<file path="src/rtl/move_recorder.sv">
// Move recorder: five debounced buttons build a packed sequence of 2-bit moves.
// Each button is synchronized, debounced and rising-edge detected. At most one action
// is taken per cycle, in the order UNDO > UP > DOWN > LEFT > RIGHT.
module move_recorder #(
  parameter int unsigned DEB_CYCLES = 1000,
  parameter int unsigned MAX_MOVES  = 22
) (
  input  logic                   i_clk,
  input  logic                   i_rst,
  input  logic [4:0]             i_btn,
  input  logic                   i_clr,
  input  logic                   i_lock,
  output logic [2*MAX_MOVES-1:0] o_ord,
  output logic [2*MAX_MOVES-1:0] o_cnt,
  output logic                   o_full,
  output logic                   o_evt,
  output logic                   o_ovf
);

  localparam int unsigned OW = 2 * MAX_MOVES;
  localparam int unsigned CW = $clog2(MAX_MOVES + 1);
  localparam int unsigned DW = $clog2(DEB_CYCLES + 2);
  localparam logic [CW-1:0] MaxCnt = CW'(MAX_MOVES);
  localparam logic [DW-1:0] DebMax = DW'(DEB_CYCLES);

  logic [4:0]    r_sync1, r_sync2, r_stable, r_stable_prev;
  logic [DW-1:0] r_deb [5];
  logic [OW-1:0] r_ord;
  logic [CW-1:0] r_cnt;
  logic          r_full, r_evt, r_ovf;

  logic [4:0]    w_press;
  logic [1:0]    w_code;
  logic [OW-1:0] w_ord_d;
  logic [CW-1:0] w_cnt_d;
  logic          w_evt_d, w_ovf_d;

  // Synchronize raw buttons, then debounce each one with its own hold counter.
  always_ff @(posedge i_clk) begin
    if (i_rst) begin
      r_sync1       <= '0;
      r_sync2       <= '0;
      r_stable      <= '0;
      r_stable_prev <= '0;
      for (int i = 0; i < 5; i++) r_deb[i] <= '0;
    end else begin
      r_sync1       <= i_btn;
      r_sync2       <= r_sync1;
      r_stable_prev <= r_stable;
      for (int i = 0; i < 5; i++) begin
        if (r_sync2[i] == r_stable[i]) begin
          r_deb[i] <= '0;
        end else if (r_deb[i] == DebMax) begin
          r_stable[i] <= r_sync2[i];
          r_deb[i]    <= '0;
        end else begin
          r_deb[i] <= r_deb[i] + DW'(1);
        end
      end
    end
  end

  assign w_press = r_stable & ~r_stable_prev;

  // Pick the single action for this cycle; clr overrides everything, lock drops presses.
  always_comb begin
    w_ord_d = r_ord;
    w_cnt_d = r_cnt;
    w_evt_d = 1'b0;
    w_ovf_d = 1'b0;
    w_code  = 2'b00;
    if (w_press[0])      w_code = 2'b01;
    else if (w_press[1]) w_code = 2'b10;
    else if (w_press[2]) w_code = 2'b11;
    if (i_clr) begin
      w_ord_d = '0;
      w_cnt_d = '0;
    end else if (!i_lock) begin
      if (w_press[4]) begin
        // Undo on an empty sequence still consumes the cycle's lower-priority presses.
        if (r_cnt != '0) begin
          w_cnt_d                = r_cnt - CW'(1);
          w_ord_d[2*w_cnt_d +: 2] = 2'b00;
          w_evt_d                = 1'b1;
        end
      end else if (|w_press[3:0]) begin
        if (r_cnt == MaxCnt) begin
          w_ovf_d = 1'b1;
        end else begin
          w_ord_d[2*r_cnt +: 2] = w_code;
          w_cnt_d               = r_cnt + CW'(1);
          w_evt_d               = 1'b1;
        end
      end
    end
  end

  // Sequence state and registered status pulses.
  always_ff @(posedge i_clk) begin
    if (i_rst) begin
      r_ord  <= '0;
      r_cnt  <= '0;
      r_full <= 1'b0;
      r_evt  <= 1'b0;
      r_ovf  <= 1'b0;
    end else begin
      r_ord  <= w_ord_d;
      r_cnt  <= w_cnt_d;
      r_full <= (w_cnt_d == MaxCnt);
      r_evt  <= w_evt_d;
      r_ovf  <= w_ovf_d;
    end
  end

  assign o_ord  = r_ord;
  assign o_cnt  = OW'(r_cnt);
  assign o_full = r_full;
  assign o_evt  = r_evt;
  assign o_ovf  = r_ovf;

endmodule

</file>
<file path="config.mk">
export PLATFORM = sky130hd
export DESIGN_NAME = move_recorder
export DESIGN_NICKNAME = d
export VERILOG_FILES = /design/src/rtl/move_recorder.sv
export SDC_FILE = /design/constraint.sdc
export NUM_CORES = 1
export LEC_CHECK = 0
export BUFFER_PORTS_ARGS = -buffer_cell sky130_fd_sc_hd__buf_2
export CAP_MARGIN = 20
export CORE_ASPECT_RATIO = 0.8
export CORE_UTILIZATION = 33
export DETAILED_ROUTE_END_ITERATION = 10
export HOLD_SLACK_MARGIN = 0.1
export PLACE_DENSITY = 0.57
export SLEW_MARGIN = 20
export SYNTH_ARGS = -nofsm -noshare
export SYNTH_HDL_FRONTEND = slang
export SYNTH_SLANG_ARGS = --single-unit
</file>
<file path="constraint.sdc">
create_clock -name i_clk -period 4 [get_ports i_clk]
set_clock_uncertainty 0.2 [all_clocks]
set_input_delay 0.4 -clock i_clk [delete_from_list [all_inputs] [get_ports i_clk]]
set_output_delay 0.4 -clock i_clk [all_outputs]
set_load 0.01 [all_outputs]
</file>
==> reports/metrics.cfg <==
[outcome]
outcome=finished clean

[synth]
yosysTopAreaCell=edfxtp_1
synth.most_common_cell=nor2_1
syn-instance-count=758
ys_top_cells_by_count=97 x nor2_1, 72 x dfxtp_1, 59 x nand2_1, 54 x nand3_1, 50 x edfxtp_1
synth_area_leaders=edfxtp_1 22%, dfxtp_1 21%, nor2_1 5.3%
synth_flop_cell=dfxtp_1
synth-seq-cells=122
synth_top_area_share_pct=21.9
ys_types=72
avgSynthCellArea_um2=9.05
yosys_warnings=0
async_flop_share_pct=0
synth_edf_count=50
yosysSeqAreaShare_pct=42.9
syn-cell-area_um2=6860

[critical_path]
rr_startpoint=r_cnt[1]
worst_setup_path_start_kind=register
crit_fanout=10
rrSetupSlack_ps=660
r2r_end=o_ord[18]
slowest_delay_ps=430
end_kind=register
path_cells=inv_1, ha_1, nand2_1, xnor2_1, ha_1, inv_1, a311o_1, nand3b_1, or3_1, a221oi_2, o22ai_1
r2r_cells=11
slowest_stage=ha_1
crit_required_ps=4090
worstSetupPathType=register to register
worstPathArrival_ps=3430

[power_and_ir_drop]
peakVddDrop_mv=0.262
p_int_mw=2.36
p_sw_mw=0.744
seqPwrFrac_pct=43.4
p_per_area_nw_per_um2=381
p_leak_nw=3.12
pwr-share-clk_pct=51.5
combPwrFrac_pct=5.1
p_sw_share_pct=23.9

[placed_design]
placedInstanceArea_um2=7500
gp_congestion=0.947
dp_hpwl_um=12800
io_buffers=60

[worst_hold_path]
hold_end=r_cnt[2]
min_from=i_clr
worst_hold_path.num_cells=4
hp-class=primary input to register

[global_routing]
antenna_found_initial=0
grt_pass1_wl_um=27900
grt_pass1_vias=5123
track_usage_pct=17.1
grt_max_degree=32
overflow=0

[drt]
first_pass_iters=5
wl_um=17500
route.detailed.drc=0
wl_per_cell_um=15.2
vias_per_cell=4.90
vias=5644
drtIter0Drc=417
drtAntennaViolNets=0

[floorplanning]
rows=46
dieArea_um2=21400
core_area_um2=20100
start_util_pct=34.1
fp.dieH_um=131
ios=100
die_w_um=163

[sta]
slew_viol_final=0
worst_hold_slack_ps=235
finalSetupTns_ps=0
rsz0062_at_grt=false
min_period_ps=3340
fmax_mhz=299
finalCritPeriodShare_pct=83.6
setup_violations=0
hold_viol_final=0
slew_headroom_pct=35.8
tightest_slew_ps=957

[cts]
cts.path.max_buffers=2
postCtsSetupBuffers=0
clock_sinks=122
cts_made_buffers=17
clkLatencyLatePin_ps=420
cts_root_buffer=clkbuf_16
clkSlewWorstSetupHoldPaths_ps=70
htreeDepth=4
tritoncts=built

[layout]
design_area_um2=8160
nets=901
n_antenna_cell=0
drive_gt1_share_pct=13.9
syn2layout_area_growth_pct=19.1

[flow_run]
cap_violations=0

metal layers:
metal / vias up / global-route usage (%) / wire [µm]
li1: 2842 / - / -
met1: 2601 / 24.3 / 8660
met2: 176 / 24.5 / 7330
met3: 25 / 5.08 / 1260
met4: 0 / 5.66 / 261
met5: - / 0 / 0
worst max-delay path by stage:
stage | start | end | slack (ps)
floorplan | r_cnt[0] | o_ord[20] | 390
global placement | r_cnt[0] | o_ord[18] | 790
detailed placement | r_cnt[0] | o_ord[18] | 720
CTS | r_cnt[0] | o_ord[18] | 720
global route | r_cnt[1] | o_ord[18] | 410
finish | r_cnt[1] | o_ord[18] | 660
worst max-delay path: cells and delay by family, from the launching register on:
kind                       cells  cell delay (ps)
AOI/OAI and AO/OA              3              700
xor gates and xnor gates       1              150
adders and majority gates      2              850
buffers and inverters          2              180
DFF                            1              310
and+or+nand+nor                3              820
repair_timing:
| item | CTS | global route |
|---|---|---|
| hold endpoints to repair | 5 | 0 |
| hold buffers | 5 | 0 |
| gates resized for setup | 0 | 0 |
flip-flops by register name (all words and copies together), names as in the netlist:
register       cells
o_evt              1
r_stable           5
r_deb             50
o_ovf              1
r_sync2            5
o_ord             44
r_sync1            5
r_stable_prev      5
r_cnt              5
o_full             1
cell type report:
| class | instances | area (µm²) |
|---|---|---|
| Tap cell | 264 | 330 |
| Multi-Input combinational cell | 635 | 3740 |
| Clock buffer | 17 | 425 |
| Timing Repair Buffer | 81 | 470 |
| Sequential cell | 122 | 2940 |
| Inverter | 17 | 63.8 |
| Fill cell | 2041 | 11900 |
| Clock inverter | 15 | 188 |
power groups by stage:
stage | logic [mW] | registers, mW | clock network, mW
finish | 0.160 | 1.35 | 1.60
global route | 0.179 | 1.35 | 1.69
CTS | 0.157 | 1.35 | 1.65
detailed placement | 0.152 | 1.37 | 0
global placement | 0.154 | 1.37 | 0
floorplan | 0.146 | 1.37 | 0
logic make-up (layout without fill, tap and decap cells):
group	Yosys count	after routing	synth area share, %
AND/OR/NAND/NOR	341	341	25.7
AO/OA/AOI/OAI	127	127	12.6
flip-flops	122	122	42.9
buffers and inverters	88	130	7.30
XOR/XNOR	51	51	6.73
adder cells (fa/ha/maj)	18	18	3.28
multiplexers	9	9	1.31
other	2	89	0.110
layout by cell type, fill, tap and decap left out, types with 6 or more instances in the layout:
master,n
dfxtp_1,72
edfxtp_1,50
buf_2,60
a21oi_1,30
nand3_1,54
inv_1,17
ha_1,18
xor2_1,24
nand2b_1,6
and3_1,15
nor4bb_1,6
clkinvlp_4,6
nand4_1,6
o211ai_1,6
nor2_1,97
or4_1,6
nor3_1,13
clkbuf_16,17
a31oi_1,10
or3_1,9
xnor2_1,26
a22o_1,6
nand2_1,59
o21ai_0,26
inv_6,6
nor4_1,13
conb_1,89
buf_4,16
nor2b_1,22
mux2i_1,9
per-stage QoR:
| step | std cells | power (mW) | util, % | worst slack (ps) |
|---|---|---|---|---|
| floorplan | 845 | 1.51 | - | 395 |
| global placement | 1114 | 1.53 | 37.3 | 790 |
| detailed placement | 1114 | 1.53 | 37.3 | 724 |
| CTS | 1151 | 3.15 | 40.6 | 717 |
| global route | 1151 | 3.22 | 40.6 | 413 |
| finish | 1151 | 3.11 | 40.6 | 656 |
Note: power is estimated with default switching activity, not from simulation.
